## src/rtl/wisc_pkg.sv

```systemverilog
`default_nettype none
// ============================================================================
// Module   : wisc_pkg
// Purpose  : Shared constants for the WISC core: instruction opcodes,
//            branch condition (ccc) encodings and the bit positions of
//            N/Z/V in the packed flag vector.
// Ports    : none (package)
// Revision : 1.0 - initial release
// ============================================================================
package wisc_pkg;

    // Opcodes, instr[15:12]
    localparam logic [3:0] OP_ADD    = 4'h0;
    localparam logic [3:0] OP_SUB    = 4'h1;
    localparam logic [3:0] OP_XOR    = 4'h2;
    localparam logic [3:0] OP_RED    = 4'h3;
    localparam logic [3:0] OP_SLL    = 4'h4;
    localparam logic [3:0] OP_SRA    = 4'h5;
    localparam logic [3:0] OP_ROR    = 4'h6;
    localparam logic [3:0] OP_PADDSB = 4'h7;
    localparam logic [3:0] OP_LW     = 4'h8;
    localparam logic [3:0] OP_SW     = 4'h9;
    localparam logic [3:0] OP_LLB    = 4'hA;
    localparam logic [3:0] OP_LHB    = 4'hB;
    localparam logic [3:0] OP_B      = 4'hC;
    localparam logic [3:0] OP_BR     = 4'hD;
    localparam logic [3:0] OP_PCS    = 4'hE;
    localparam logic [3:0] OP_HLT    = 4'hF;

    // Branch condition codes, instr[11:9]
    localparam logic [2:0] CC_NE     = 3'b000;
    localparam logic [2:0] CC_EQ     = 3'b001;
    localparam logic [2:0] CC_GT     = 3'b010;
    localparam logic [2:0] CC_LT     = 3'b011;
    localparam logic [2:0] CC_GE     = 3'b100;
    localparam logic [2:0] CC_LE     = 3'b101;
    localparam logic [2:0] CC_OV     = 3'b110;
    localparam logic [2:0] CC_UNCOND = 3'b111;

    // Packed flag vector {N, Z, V}
    localparam int FLAG_N = 2;
    localparam int FLAG_Z = 1;
    localparam int FLAG_V = 0;

    typedef logic [2:0] flags_t;

endpackage
`default_nettype wire

```

## src/rtl/branch_cond.sv

```systemverilog
`default_nettype none
// ============================================================================
// Module   : branch_cond
// Purpose  : Combinational evaluation of a branch condition code against
//            the registered N/Z/V flags.
// Ports    : ccc  in  3  condition code from instr[11:9]
//            n    in  1  negative flag
//            z    in  1  zero flag
//            v    in  1  overflow flag
//            cond out 1  condition holds
// Revision : 1.0 - initial release
// ============================================================================
module branch_cond
    import wisc_pkg::*;
(
    input  logic [2:0] ccc,
    input  logic       n,
    input  logic       z,
    input  logic       v,
    output logic       cond
);

    always_comb begin
        cond = 1'b0;
        case (ccc)
            CC_NE:     cond = ~z;
            CC_EQ:     cond = z;
            CC_GT:     cond = ~z & ~n;
            CC_LT:     cond = n;
            CC_GE:     cond = z | (~z & ~n);
            CC_LE:     cond = n | z;
            CC_OV:     cond = v;
            CC_UNCOND: cond = 1'b1;
            default:   cond = 1'b0;
        endcase
    end

endmodule
`default_nettype wire

```

## src/rtl/fetch_pc_unit.sv

```systemverilog
`default_nettype none
// ============================================================================
// Module   : fetch_pc_unit
// Purpose  : PC/fetch stage of the single-cycle WISC core. Holds the PC,
//            forwards the fetched word, resolves B/BR against the N/Z/V
//            flag register and latches HLT.
// Params   : RESET_PC  PC value loaded on reset
// Ports    : clk, rst (sync, active high), stall
//            instr[15:0], branch, branch_reg[15:0]
//            flag_wr_z, flag_wr_nv, alu_z, alu_n, alu_v
//            pc_addr[15:0], instr_out[15:0], pc_plus2[15:0]
//            branch_taken, halt
//            instr_cnt[15:0], taken_cnt[15:0] (FETCH_PERF_CNT_EN only)
// Config   : FETCH_PERF_CNT_EN adds retired-instruction and taken-branch
//            counters.
// Revision : 1.0 - initial release
// ============================================================================
module fetch_pc_unit
    import wisc_pkg::*;
#(
    parameter logic [15:0] RESET_PC = 16'h0000
) (
    input  logic        clk,
    input  logic        rst,
    input  logic        stall,
    input  logic [15:0] instr,
    input  logic        branch,
    input  logic [15:0] branch_reg,
    input  logic        flag_wr_z,
    input  logic        flag_wr_nv,
    input  logic        alu_z,
    input  logic        alu_n,
    input  logic        alu_v,
    output logic [15:0] pc_addr,
    output logic [15:0] instr_out,
    output logic [15:0] pc_plus2,
    output logic        branch_taken,
    output logic        halt
`ifdef FETCH_PERF_CNT_EN
    ,
    output logic [15:0] instr_cnt,
    output logic [15:0] taken_cnt
`endif
);

    logic [15:0] r_pc;
    flags_t      r_flags;
    logic        r_halt;

    logic [15:0] w_pc_plus2;
    logic [15:0] w_imm_off;
    logic [15:0] w_target;
    logic        w_cond;
    logic        w_taken;
    logic        w_adv;
    logic        w_is_hlt;

    assign w_pc_plus2 = r_pc + 16'd2;
    // imm9 is a word offset: sign-extend and scale by 2
    assign w_imm_off  = {{6{instr[8]}}, instr[8:0], 1'b0};
    assign w_target   = instr[12] ? branch_reg : (w_pc_plus2 + w_imm_off);
    assign w_is_hlt   = (instr[15:12] == OP_HLT);
    // An edge only changes architectural state when neither stalled nor halted
    assign w_adv      = ~stall & ~r_halt;
    assign w_taken    = branch & w_cond & ~r_halt;

    branch_cond u_branch_cond (
        .ccc  (instr[11:9]),
        .n    (r_flags[FLAG_N]),
        .z    (r_flags[FLAG_Z]),
        .v    (r_flags[FLAG_V]),
        .cond (w_cond)
    );

    always_ff @(posedge clk) begin
        if (rst) begin
            r_pc    <= RESET_PC;
            r_flags <= 3'b000;
            r_halt  <= 1'b0;
        end else if (w_adv) begin
            if (w_taken) begin
                r_pc <= w_target;
            end else if (!w_is_hlt) begin
                r_pc <= w_pc_plus2;
            end
            // HLT parks the PC on its own address
            if (w_is_hlt) begin
                r_halt <= 1'b1;
            end
            if (flag_wr_z) begin
                r_flags[FLAG_Z] <= alu_z;
            end
            if (flag_wr_nv) begin
                r_flags[FLAG_N] <= alu_n;
                r_flags[FLAG_V] <= alu_v;
            end
        end
    end

    assign pc_addr      = r_pc;
    assign instr_out    = instr;
    assign pc_plus2     = w_pc_plus2;
    assign branch_taken = w_taken;
    assign halt         = r_halt;

`ifdef FETCH_PERF_CNT_EN
    logic [15:0] r_instr_cnt;
    logic [15:0] r_taken_cnt;

    // A stalled branch is not taken, so only advancing edges count it
    always_ff @(posedge clk) begin
        if (rst) begin
            r_instr_cnt <= 16'h0000;
            r_taken_cnt <= 16'h0000;
        end else if (w_adv) begin
            r_instr_cnt <= r_instr_cnt + 16'd1;
            if (w_taken) begin
                r_taken_cnt <= r_taken_cnt + 16'd1;
            end
        end
    end

    assign instr_cnt = r_instr_cnt;
    assign taken_cnt = r_taken_cnt;
`endif

endmodule
`default_nettype wire

```

## config.mk

```make
export PLATFORM = sky130hd
export DESIGN_NAME = fetch_pc_unit
export DESIGN_NICKNAME = d
export VERILOG_FILES = /design/src/rtl/wisc_pkg.sv /design/src/rtl/branch_cond.sv /design/src/rtl/fetch_pc_unit.sv
export SDC_FILE = /design/constraint.sdc
export NUM_CORES = 1
export LEC_CHECK = 0
export ABC_AREA = 1
export CORE_ASPECT_RATIO = 1.4
export CORE_UTILIZATION = 46
export CTS_CLUSTER_SIZE = 10
export DETAILED_ROUTE_END_ITERATION = 16
export PLACE_DENSITY = 0.9
export SYNTH_ARGS = -nofsm -noshare
export SYNTH_HDL_FRONTEND = slang
export SYNTH_SLANG_ARGS = --single-unit
```

## constraint.sdc

```tcl
create_clock -name clk -period 3 [get_ports clk]
set_input_delay 0.75 -clock clk [delete_from_list [all_inputs] [get_ports clk]]
set_output_delay 0.75 -clock clk [all_outputs]
set_load 0.005 [all_outputs]
```

Word-level counts from Yosys, hierarchy flattened
Index checks and enable logic that the tools add are counted.
{"block": "word_totals", "regBits": 20, "latchBits": 0, "ram_bits": 0, "mem_bits_ro": 0, "out_inout_bits": 50, "word_cells": 34, "mem_count": 0}
{"block": "op_classes", "add_sub_neg": 2, "mul": 0, "n_div": 0, "magnitude_cmp": 0, "n_eq_ne": 9, "shift": 0, "muxes": 4, "n_bitwise": 10, "n_reduce_logical": 5}
{"cell": "$mux W16", "n": 3}
{"cell": "$add A16 B16 Y16", "n": 1}
{"cell": "$add A16 B2 Y16 const B", "n": 1}
{"cell": "$eq A3 B3 Y1 const B", "n": 4}
{"cell": "$pmux W1 S8", "n": 1}
{"cell": "$reduce_and A2 Y1", "n": 4}
{"cell": "$eq A3 B2 Y1 const B", "n": 2}
{"cell": "$and A1 B1 Y1", "n": 4}
{"cell": "$eq A4 B4 Y1 const B", "n": 1}
{"cell": "$not A1 Y1", "n": 4}
{"cell": "$eq A3 B1 Y1 const B", "n": 1}
{"cell": "$logic_not A3 Y1", "n": 1}
{"cell": "$ne A2 B2 Y1 const B", "n": 1}
{"cell": "$or A1 B1 Y1", "n": 2}

Longest topological paths before layout
Gate-level depths: netlist (run 1).
{"block": "depth", "ltp_word": 8, "depth_mapped": 19, "depth_no_buf": 19}

Hierarchy
Synthesis (run 1) repeated with hierarchy kept, for this count alone.
{"block": "unflattened", "cells_unflattened": 408, "hier_area_um2": 2442.3}
{"mod": "fetch_pc_unit", "instances": 1, "cells_each": 389, "area_each_um2": 2366.0, "seq_area_each_um2": 400.4}
{"mod": "branch_cond", "instances": 1, "cells_each": 19, "area_each_um2": 76.3, "seq_area_each_um2": 0.0}

Worst setup path after synthesis (run 1)
No wires, ideal clock.
{"block": "synth_timing", "path_type": "reg-to-reg", "startpoint": "reg r_pc[1] (netlist: pc_addr[1])", "endpoint": "reg r_pc[15] (netlist: pc_addr[15])", "setup_time_ps": 118, "arrival_ps": 2246, "t_required_ps": 2882, "path_slack_ps": 637, "stages_incl_launch_ff": 19, "path_buffers": 0, "cell_sequence": "dfxtp_1 -> ha_1 -> nand3_2 -> inv_1 -> nand2_1 -> nor2_1 -> xor2_1 -> inv_1 -> ha_1 -> nand2_1 -> nor2_1 -> and2_1 -> nand2_1 -> nand2_1 -> inv_1 -> nand3_1 -> nand3_1 -> nand2_1 -> a21oi_2"}
{"block": "synth_between", "elab_chain_cells": 4, "word_cells_on_any_way": 5, "classes_between": "2 x add/sub; 3 x mux"}
{"item": "from (decl)", "line": "fetch_pc_unit.sv:46", "source": "logic [15:0] r_pc;"}
{"item": "from (signal assigned)", "line": "fetch_pc_unit.sv:82", "source": "r_pc <= w_target;"}
{"item": "from (signal assigned)", "line": "fetch_pc_unit.sv:84", "source": "r_pc <= w_pc_plus2;"}
{"item": "$add A16 B2 Y16", "line": "fetch_pc_unit.sv:58", "source": "assign w_pc_plus2 = r_pc + 16'd2;"}
{"item": "net pc_plus2[11]", "line": "fetch_pc_unit.sv:36", "source": "output logic [15:0] pc_plus2,"}
{"item": "$add A16 B16 Y16", "line": "fetch_pc_unit.sv:61", "source": "assign w_target = instr[12] ? branch_reg : (w_pc_plus2 + w_imm_off);"}
{"item": "$mux W16", "line": "fetch_pc_unit.sv:61"}
{"item": "$mux W16", "line": "fetch_pc_unit.sv:81", "source": "if (w_taken) begin"}
The timed path passes the listed nets, and every way through them passes these cells. The select of a mux whose other input is x is not followed.
A chain may end at the register's enable or synchronous reset.

Worst setup path after layout (run 1)
{"block": "layout_timing", "startpoint": "in instr[9]", "endpoint": "out branch_taken"}
{"block": "layout_between", "elab_chain_cells": 4, "word_cells_on_any_way": 11, "classes_between": "7 x eq/ne; 1 x mux; 2 x bitwise; 1 x reduce/logical"}
{"item": "from (decl)", "line": "fetch_pc_unit.sv:26", "source": "input logic [15:0] instr,"}
{"item": "$eq A3 B3 Y1 (tied with other cells)", "line": "branch_cond.sv:25", "source": "case (ccc)"}
{"item": "$pmux W1 S8 (*)", "line": "branch_cond.sv:25"}
{"item": "$and A1 B1 Y1 (*) (2 in a row)", "line": "fetch_pc_unit.sv:65", "source": "assign w_taken = branch & w_cond & ~r_halt;"}
{"item": "to (decl)", "line": "fetch_pc_unit.sv:37", "source": "output logic branch_taken,"}
Mark *: on every way between the ends. The rest lies on a longest branch, timed or not.

==> results of run 1 <==
-- Yosys cell counts (2+ instances only) --
master	number
a21oi_1	26
and2_1	2
buf_2	2
buf_4	20
clkbuf_1	3
dfxtp_1	20
ha_1	18
inv_1	65
nand2_1	135
nand2_2	4
nand2_4	2
nand3_1	38
nand3_2	2
nand4_1	7
nor2_1	54
nor2_2	3
nor3_1	4
o21ai_0	17
o21ai_1	3
or2_2	2
xnor2_1	4
xor2_1	6
xor2_2	2
-- flip-flops by register name, summed over array words and instances (netlist names) --
name     flops
r_flags      3
halt         1
pc_addr     16
-- where the power goes --
part           leakage [nW]  internal, mW  total, mW  switching (mW)
logic                  1.53         0.262      0.544           0.282
clock network        0.0288         0.117      0.215          0.0973
registers             0.165         0.287      0.317          0.0296
-- final timing paths --
check,slack (ns),cells past startpoint,start,end
max,0.1,7,instr[9],branch_taken
max reg2reg,0.34,17,pc_addr[6]$_SDFFE_PP0P_,pc_addr[15]$_SDFFE_PP0P_
min reg2reg,0.48,2,pc_addr[0]$_SDFFE_PP0P_,pc_addr[0]$_SDFFE_PP0P_
min,0.48,2,pc_addr[0]$_SDFFE_PP0P_,pc_addr[0]$_SDFFE_PP0P_
-- logic make-up (layout without fill, tap and decap cells) --
kind of cell / after synthesis / in the layout
simple gates: 257 / 257
buf+inv: 93 / 167
compound gates: 49 / 49
flops: 20 / 20
fa+ha+maj: 19 / 19
xor+xnor: 12 / 12
-- routing by layer --
metal	vias up	track usage (%)	part of all wire, %
li1	1542	-	-
met2	118	47.68	53
met3	22	3.535	5.6
met5	-	0	0
met1	1360	28.42	39
met4	0	9.601	2.8
-- metrics by stage --
step	utilization, %	cell area (µm²)	std cells	total power [mW]
3_3_place_gp	64.97	3427	586	0.8451
5_1_grt	66.37	3501	590	1.151
3_5_place_dp	64.97	3427	586	0.8586
4_1_cts	66.03	3483	590	1.070
6_report	66.37	3501	590	1.076
2_1_floorplan	-	2581	450	0.6414
-- worst register-to-register path: cells and delay by family, from the launching register on --
family          cells  cell delay [ns]
simple gates       12             1.36
flops               1             0.52
fa+ha+maj           1             0.33
compound gates      1             0.05
xor+xnor            1             0.16
buf+inv             2             0.16
-- what timing repair did --
| item | in CTS | in global routing |
|---|---|---|
| gates cloned | 0 | 0 |
| setup endpoints to repair | 1 | 5 |
| resized for setup | 3 | 6 |
| pin swaps | 0 | 0 |
-- layout make-up --
| class | instances | area, µm² |
|---|---|---|
| inverter | 67 | 251.5 |
| multi-input combinational | 337 | 1765 |
| timing repair buffer | 96 | 943.4 |
| sequential | 20 | 402.9 |
| fill | 480 | 1774 |
| clock buffer | 4 | 55.05 |
| tap | 66 | 82.58 |
==> results.md, run 1 <==
* Status: finished, final reports clean
* Post-Syn Area at 2581 µm²
* First-pass GRT wire length at 12,140 µm
* Routed len/inst at 12.66 µm
* CP bufs+invs at 3
* Post-synthesis compound-gate area fraction at 10.28%
* Core area at 5275 µm²
* Commonest non-fill, non-tap cell in the layout: nand2_1
* Diode count at 0
* Unrepaired setup endpoints after global routing: no
* PwrDens at 307.3 nW/µm²
* Worst Clk Skew at 0.001557 ns
* TritonCTS clock tree: built
* Final count of negative-setup-slack endpoints at 0
* Post-synthesis adder-cell area fraction at 9.501%
* Worst-Skew Late Latency at 0.27 ns
* Crit-path max FO at 3
* Initial Util at 48.93%
* #FFs+latches synth at 20
* Top cell type's share of synthesized area at 19.63%
* DIE HEIGHT at 90.64 µm
* Synth Area in Simple Gates at 43.24%
* Critical Path Source Type: input port
* Clk slew on worst S/H paths at 0.08 ns
* Total track usage at 25.70%
* Antenna Nets Post-Route at 0
* Die width at 65.31 µm
* # DRC at 0
* Mapped Cells at 450
* Leak at 1.721 nW
* Number of synthesized flops with an enable pin at 0
* Syn Area/Cell at 5.736 µm²
* Setup TNS at 0 ns
* CTS Hold Bufs at 0
* Hpwl dp at 6127 µm
* CP max stage delay at 0.51 ns
* Largest family of logic cells by synthesized area: simple AND/OR/NAND/NOR gates
* Least-Margin Pin Slew at 0.3919 ns
* H-tree levels at 1
* Synth cell types at 34
* Post-DR vias/cell at 5.156
* DRT Wirelength at 7472 µm
* Peak Freq at 344.6 MHz
* Ys flop type: dfxtp_1
* Yosys top cell by area: nand2_1
* Synth Area in XOR/XNOR at 4.653%
* Die area at 5919 µm²
* Worst setup margin at 0.09788 ns
* 1st-iter DRT viols at 181
* # Post-CTS Setup Buffers at 0
* CP required at 2.25 ns
* Commonest non-fill, non-tap cells in the layout: nand2_1, clkdlybuf4s50_1, inv_1, nor2_1, nand3_1
* Crit share post-route at 96.74%
* Seq/Total Area, Yosys at 15.51%
* Clk root buf: clkbuf_8
* Ys Warns at 0
* Setup WS pre-CTS at -0.08316 ns
* Peak supply drop at 297.8 µV
* Grt ovf at 0
* CP max stage cell: clkdlybuf4s50_1
* I/O pins at 91
* Layout area overhead at 35.63%
* Worst slew margin at 73.68%
* CP Class: in2out
* Max-cap violations at 0
* Vias in the first global route at 2,882
* Slew Viols, Final at 0
* Post-layout minimum cycle time at 2.902 ns
* Top delay family on crit path: buffers and inverters
* CTS Buf Count at 3
* Port Buf Inserts at 90
* CTS sink cnt at 20
* Layout cells sized above 1 at 6.870%
* Initial antenna violation count at 0
* Bufs on Longest Clock Path at 2
* Largest net degree at the start of global routing at 23
* Number of core rows at 31
* CP Cell Sequence: clkdlybuf4s50_1 -> nor2_1 -> nand3_1 -> nand3_1 -> nand2_2 -> inv_2 -> clkdlybuf4s50_1
* Hold_ws at 0.4807 ns
* Crit path DAT at 2.15 ns
* Worst Hold Class: reg2reg
* Final count of hold timing violations at 0
* Async set-or-reset flop fraction in the synthesized netlist at 0%
* Ranking of synthesized cells by area: nand2_1, dfxtp_1, inv_1
* Type of destination of the critical path: output port
* Multiplexer share of the synthesized area at 0%
* Drt pass-1 iters at 7
* Nets at 585
* Gpl congestion at 0.8915
* Syn Nets at 510
* Via count at 3,042
(Power assumes the default switching activity.)
==> inputs of run 2 (changes only) <==
--- a/config.mk
+++ b/config.mk
@@ -6,11 +6,13 @@
 export NUM_CORES = 1
 export LEC_CHECK = 0
 export ABC_AREA = 1
+export CELL_PAD_IN_SITES_DETAIL_PLACEMENT = 0
+export CELL_PAD_IN_SITES_GLOBAL_PLACEMENT = 1
 export CORE_ASPECT_RATIO = 1.4
-export CORE_UTILIZATION = 46
+export CORE_UTILIZATION = 30
 export CTS_CLUSTER_SIZE = 10
 export DETAILED_ROUTE_END_ITERATION = 16
-export PLACE_DENSITY = 0.9
+export PLACE_DENSITY = 0.89
 export SYNTH_ARGS = -nofsm -noshare
 export SYNTH_HDL_FRONTEND = slang
 export SYNTH_SLANG_ARGS = --single-unit
==> run 2 against run 1 <==
Count of clock-buffer cells in the layout is 1 lower. Total power is 15% higher. Flip-flop and latch count stayed put. Clock power is 71% higher. Core utilization is 23 points lower. Die area is 52% higher. Critical path type is now reg2out. Critical endpoint is now pc_plus2[11]. Largest cell class unchanged.
==> results.md, run 2 (synthesized netlist as in run 1, its figures left out) <==
* Nets at 585 (unchanged)
* Worst-Skew Late Latency at 0.25 ns (-0.02 ns)
* Critical path launch point: pc_addr[2]$_SDFFE_PP0P_
* Worst Hold Class: reg2reg
* FF+latch area at 402.9 µm² (unchanged)
* Crit path DAT at 2.12 ns (-0.03 ns)
* Leak at 1.760 nW (+2.2%)
* Worst slew margin at 70.96% (-2.7 points)
* Met3 wire length at 299 µm (-28%)
* Initial Util at 31.30% (-18 points)
* I/O pins at 91 (unchanged)
* Gpl congestion at 0.8355 (-6.3%)
* Top Layer Used: met4
* R2r startpoint: pc_addr[2]$_SDFFE_PP0P_
* Final count of hold timing violations at 0 (unchanged)
* Largest register FFs at 16 (unchanged)
* Type of destination of the critical path: output port
* Clk slew on worst S/H paths at 0.06 ns (-0.02 ns)
* Vias in the first global route at 2,804 (-2.7%)
* Least-Margin Pin Slew at 0.4343 ns (+0.04238 ns)
* R2r worst-path depth at 18 (+1)
* Metal2 WL at 4225 µm (+6.9%)
* Post_cts resized at 0 (-3)
* Commonest non-fill, non-tap cell in the layout: nand2_1
* Hpwl dp at 6519 µm (+6.4%)
* Drt pass-1 iters at 4 (-3)
* # DRC at 0 (unchanged)
* Peak supply drop at 179.1 µV (-40%)
* CTS Buf Count at 3 (unchanged)
* Die width at 80.40 µm (+23%)
* Total track usage at 17.92% (-7.8 points)
* Worst setup margin at 0.1313 ns (+0.03341 ns)
* Largest net degree at the start of global routing at 23 (unchanged)
* Core area at 8247 µm² (+56%)
* Die area at 8984 µm² (+52%)
* CTS Hold Bufs at 0 (unchanged)
* PwrDens at 341.2 nW/µm² (+11%)
* Critical Path Source Type: register
* Layout cells sized above 1 at 7.061% (+0.19 points)
* Met1 wire length at 3269 µm (+13%)
* Worst reg2reg setup slack at 0.33 ns (about the same)
* Grt ovf at 0 (unchanged)
* Placed cell area at 3472 µm² (+1.3%)
* 1st-iter DRT viols at 150 (-17%)
* Worst Clk Skew at 0.001296 ns (-0.0002603 ns)
* Post-layout minimum cycle time at 2.869 ns (-0.03341 ns)
* Routed len/inst at 12.64 µm (-0.20%)
* Clk root buf: clkbuf_16
* Setup TNS at 0 ns (unchanged)
* Multi-input logic area at 1773 µm² (+0.43%)
* CP required at 2.25 ns (about the same)
* H-tree levels at 1 (unchanged)
* Crit-path max FO at 4 (+1)
* CTS sink cnt at 20 (unchanged)
* Layout area overhead at 39.89%
* Status: finished, final reports clean
* Diode count at 0 (unchanged)
* DRT Wirelength at 7912 µm (+5.9%)
* R2R Path End: pc_addr[15]$_SDFFE_PP0P_
* Setup WS pre-CTS at 0.03115 ns (+0.1143 ns)
* CP Class: reg2out
* Crit share post-route at 95.62% (-1.1 points)
* # Post-CTS Setup Buffers at 0 (unchanged)
* Slew Viols, Final at 0 (unchanged)
* Cell total after placement at 622 (+6.1%)
* Worst setup path end: pc_plus2[11]
* Layout filler cell count at 874 (+82%)
* Antenna Nets Post-Route at 0 (unchanged)
* Final core occ at 43.79% (-23 points)
* Final instance area at 3611 µm² (+3.1%)
* Bufs on Longest Clock Path at 2 (unchanged)
* Commonest non-fill, non-tap cells in the layout: nand2_1, clkdlybuf4s50_1, inv_1, nor2_1, nand3_1
* Peak Freq at 348.6 MHz (+1.2%)
* Max-cap violations at 0 (unchanged)
* Unrepaired setup endpoints after global routing: no
* Final count of negative-setup-slack endpoints at 0 (unchanged)
* Non-filler cells, final at 626 (+6.1%)
* First-pass GRT wire length at 12,880 µm (+6.1%)
* TritonCTS clock tree: built
* DIE HEIGHT at 111.8 µm (+23%)
* Initial antenna violation count at 0 (unchanged)
* Post-DR vias/cell at 4.728 (-8.3%)
* Number of core rows at 39 (+26%)
* Via count at 2,960 (-2.7%)
* Port Buf Inserts at 90 (unchanged)
[run 2: changes by cell type in the layout (fill, tap and decap cells not counted)]
cell / previous run / this run
bufinv_16: 0 / 1
dlymetal6s2s_1: 0 / 2
clkbuf_8: 4 / 0
clkbuf_16: 0 / 3
dlygate4sd2_1: 2 / 0
xor2_2: 3 / 4
xor2_1: 5 / 4
[run 2: how the worst min path moves through the flow]
stage | from | to | slack [ns] | cells after the start
floorplan | r_flags[2]$_SDFFE_PP0P_ | r_flags[2]$_SDFFE_PP0P_ | 0.45 | 2
global placement | pc_addr[0]$_SDFFE_PP0P_ | pc_addr[0]$_SDFFE_PP0P_ | 0.44 | 2
detailed placement | pc_addr[0]$_SDFFE_PP0P_ | pc_addr[0]$_SDFFE_PP0P_ | 0.45 | 2
CTS | pc_addr[0]$_SDFFE_PP0P_ | pc_addr[0]$_SDFFE_PP0P_ | 0.46 | 2
global route | pc_addr[0]$_SDFFE_PP0P_ | pc_addr[0]$_SDFFE_PP0P_ | 0.49 | 2
finish | pc_addr[0]$_SDFFE_PP0P_ | pc_addr[0]$_SDFFE_PP0P_ | 0.46 | 2
[run 2: area by class of cell]
class / instances / area share, %
inverters: 67 / 6.965
clock buffers: 3 / 2.079
clock inverters: 1 / 0.8316
repair buffers: 96 / 26.33
flip-flops and latches: 20 / 11.16
well taps: 102 / 3.534
multi-input cells: 337 / 49.10
[run 2: layer usage]
| layer | vias to the layer above | track usage (%) |
|---|---|---|
| met3 | 10 | 1.967 |
| li1 | 1546 | - |
| met1 | 1342 | 21.20 |
| met4 | 0 | 5.714 |
| met5 | - | 0 |
| met2 | 62 | 32.71 |
[run 2: critical path, cell delays in order (launching register included)]
cell             delay [ns]
dfxtp_1                0.39
ha_2                   0.23
nand3_2                0.14
inv_1                  0.14
nand2_1                0.11
nor2_1                 0.13
xor2_1                 0.18
inv_2                  0.09
clkdlybuf4s50_1        0.46
[run 2: stage by stage]
stage          hold WS, ns  power [mW]
2_1_floorplan       0.4500      0.6414
3_3_place_gp        0.4438      0.8614
3_5_place_dp        0.4510      0.8666
4_1_cts             0.4601       1.237
5_1_grt             0.4860       1.318
6_report            0.4577       1.232
[run 2: report_power, final]
| part | switching (mW) | internal (mW) |
|---|---|---|
| registers | 0.0301 | 0.287 |
| logic | 0.284 | 0.263 |
| clock network | 0.102 | 0.265 |
| total | 0.416 | 0.815 |
==> inputs of run 3 (changes only) <==
--- a/config.mk
+++ b/config.mk
@@ -9,10 +9,10 @@
 export CELL_PAD_IN_SITES_DETAIL_PLACEMENT = 0
 export CELL_PAD_IN_SITES_GLOBAL_PLACEMENT = 1
 export CORE_ASPECT_RATIO = 1.4
-export CORE_UTILIZATION = 30
+export CORE_UTILIZATION = 33
 export CTS_CLUSTER_SIZE = 10
 export DETAILED_ROUTE_END_ITERATION = 16
-export PLACE_DENSITY = 0.89
+export PLACE_DENSITY = 0.95
 export SYNTH_ARGS = -nofsm -noshare
 export SYNTH_HDL_FRONTEND = slang
 export SYNTH_SLANG_ARGS = --single-unit
==> constraint.sdc (replaced) <==
create_clock -name clk -period 3.49 [get_ports clk]
set_input_delay 0.8725 -clock clk [delete_from_list [all_inputs] [get_ports clk]]
set_output_delay 0.8725 -clock clk [all_outputs]
set_load 0.005 [all_outputs]
==> run 3 against run 2 <==
Critical path depth shrank 1. Wire length shrank 3.2%. Highest routed layer unchanged. Core utilization grew 3.6 points. Critical endpoint is now branch_taken. Sequential power shrank 14%. Largest power group unchanged. Largest cell class unchanged. Cell area shrank 2.3%. Flip-flop and latch count is the same.
==> results.md, run 3 (synthesized netlist as in run 1, its figures left out) <==
* Critical Path Source Type: input port
* FF+latch area at 400.4 µm² (-0.62%)
* Antenna Nets Post-Route at 0 (unchanged)
* Status: finished, final reports clean
* Final core occ at 47.36% (+3.6 points)
* Non-filler cells, final at 620 (-0.96%)
* Final instance area at 3530 µm² (-2.3%)
* Clk slew on worst S/H paths at 0.08 ns (+0.02 ns)
* Post_cts resized at 0 (unchanged)
* R2r worst-path depth at 17 (-1)
* Placed cell area at 3458 µm² (-0.40%)
* # DRC at 0 (unchanged)
* CP Class: in2out
* Unrepaired setup endpoints after global routing: no
* I/O pins at 91 (unchanged)
* Number of core rows at 37 (-5.1%)
* Die width at 76.75 µm (-4.5%)
* # Post-CTS Setup Buffers at 0 (unchanged)
* Port Buf Inserts at 90 (unchanged)
* Final count of negative-setup-slack endpoints at 0 (unchanged)
* Least-Margin Pin Slew at 0.4759 ns (+0.04158 ns)
* Gpl congestion at 0.8680 (+3.9%)
* CTS Hold Bufs at 0 (unchanged)
* CP max stage cell: clkdlybuf4s50_1
* Worst Hold Class: reg2reg
* Largest register FFs at 16 (unchanged)
* Post-DR vias/cell at 4.710 (-0.40%)
* Nets at 584 (-0.17%)
* Total track usage at 19.31% (+1.4 points)
* R2r startpoint: pc_addr[1]$_SDFFE_PP0P_
* Via count at 2,920 (-1.4%)
* Layout area overhead at 36.74%
* R2R Path End: pc_addr[15]$_SDFFE_PP0P_
* Worst-Skew Late Latency at 0.26 ns (about the same)
* Peak supply drop at 255.2 µV (+42%)
* Layout cells sized above 1 at 5.545% (-1.5 points)
* Final Total Pwr at 0.9707 mW (-21%)
* Commonest non-fill, non-tap cell in the layout: nand2_1
* Initial antenna violation count at 0 (unchanged)
* Type of destination of the critical path: output port
* Hpwl dp at 6353 µm (-2.6%)
* Cell total after placement at 616 (-0.96%)
* Setup TNS at 0 ns (unchanged)
* Core area at 7453 µm² (-9.6%)
* CP max stage delay at 0.49 ns (+0.03 ns)
* Final count of hold timing violations at 0 (unchanged)
* PwrDens at 275.0 nW/µm² (-19%)
* CP required at 2.62 ns (+0.37 ns)
* Largest net degree at the start of global routing at 23 (unchanged)
* H-tree levels at 1 (unchanged)
* Initial Util at 34.63% (+3.3 points)
* Die area at 8184 µm² (-8.9%)
* Worst slew margin at 68.17% (-2.8 points)
* Worst reg2reg setup slack at 0.78 ns (+0.45 ns)
* Diode count at 0 (unchanged)
* Post-layout minimum cycle time at 3.196 ns
* Crit-path max FO at 5 (+1)
* Max-cap violations at 0 (unchanged)
* DRT Wirelength at 7657 µm (-3.2%)
* Grt ovf at 0 (unchanged)
* Multi-input logic area at 1747 µm² (-1.5%)
* Worst setup path end: branch_taken
* 1st-iter DRT viols at 97 (-35%)
* Bufs on Longest Clock Path at 2 (unchanged)
* Crit path DAT at 2.32 ns (+0.20 ns)
* Routed len/inst at 12.35 µm (-2.3%)
* CP Cell Sequence: clkdlybuf4s50_1 -> o21ai_1 -> nand3_1 -> nand3_1 -> nand2_2 -> inv_2 -> clkdlybuf4s50_1
* Critical path launch point: instr[10]
* CTS Buf Count at 3 (unchanged)
* Clk root buf: clkbuf_8
* First-pass GRT wire length at 12,880 µm (about the same)
* DIE HEIGHT at 106.6 µm (-4.6%)
* TritonCTS clock tree: built
* Leak at 1.722 nW (-2.1%)
* Layout filler cell count at 775 (-11%)
* Commonest non-fill, non-tap cells in the layout: nand2_1, clkdlybuf4s50_1, inv_1, nor2_1, nand3_1
* Crit share post-route at 91.59%
* Worst Clk Skew at 0.002725 ns (+0.001428 ns)
* Peak Freq at 312.8 MHz
* Vias in the first global route at 2,887 (+3.0%)
* Drt pass-1 iters at 4 (unchanged)
* CTS sink cnt at 20 (unchanged)
* Slew Viols, Final at 0 (unchanged)
run 3: layout make-up:
type | instances | area share [%]
Inverter | 67 | 7.125
Multi-Input combinational cell | 337 | 49.49
Clock buffer | 3 | 1.170
Clock inverter | 1 | 0.8508
Tap cell | 97 | 3.438
Sequential cell | 20 | 11.34
Timing Repair Buffer | 95 | 26.59
run 3: metrics by stage:
stage	setup WS [ns]	hold slack (ns)
2_1_floorplan	1.079	0.4500
3_3_place_gp	0.3038	0.4514
3_5_place_dp	0.2787	0.4589
4_1_cts	0.2839	0.4736
5_1_grt	0.1759	0.5073
6_report	0.2935	0.4727
run 3: report_power, final:
| group | total (mW) | switching, mW | internal, mW |
|---|---|---|---|
| registers | 0.272 | 0.0255 | 0.246 |
| clock network | 0.233 | 0.0799 | 0.153 |
| logic | 0.466 | 0.242 | 0.224 |
| total | 0.971 | 0.347 | 0.623 |
run 3: worst min path at each step:
stage,from,endpoint,slack (ns),cells after the start
2_1_floorplan,r_flags[2]$_SDFFE_PP0P_,r_flags[2]$_SDFFE_PP0P_,0.45,2
3_3_place_gp,pc_addr[0]$_SDFFE_PP0P_,pc_addr[0]$_SDFFE_PP0P_,0.45,2
3_5_place_dp,pc_addr[0]$_SDFFE_PP0P_,pc_addr[0]$_SDFFE_PP0P_,0.46,2
4_1_cts,pc_addr[0]$_SDFFE_PP0P_,pc_addr[0]$_SDFFE_PP0P_,0.47,2
5_1_grt,pc_addr[0]$_SDFFE_PP0P_,pc_addr[0]$_SDFFE_PP0P_,0.51,2
6_report,pc_addr[0]$_SDFFE_PP0P_,pc_addr[0]$_SDFFE_PP0P_,0.47,2
run 3: worst max-delay path: cells and delay by family:
kind,cells,cell delay [ns]
AO/OA/AOI/OAI,1,0.18
buffers and inverters,3,1.01
AND/OR/NAND/NOR,3,0.26
run 3: layer usage:
layer  vias to the layer above  GRT usage, %  share of wire [%]
li1                       1537             -                  -
met1                      1292         21.78                 43
met2                        69         36.61                 51
met3                        22         1.362                3.0
met4                         0         8.516                3.6
met5                         -             0                  0
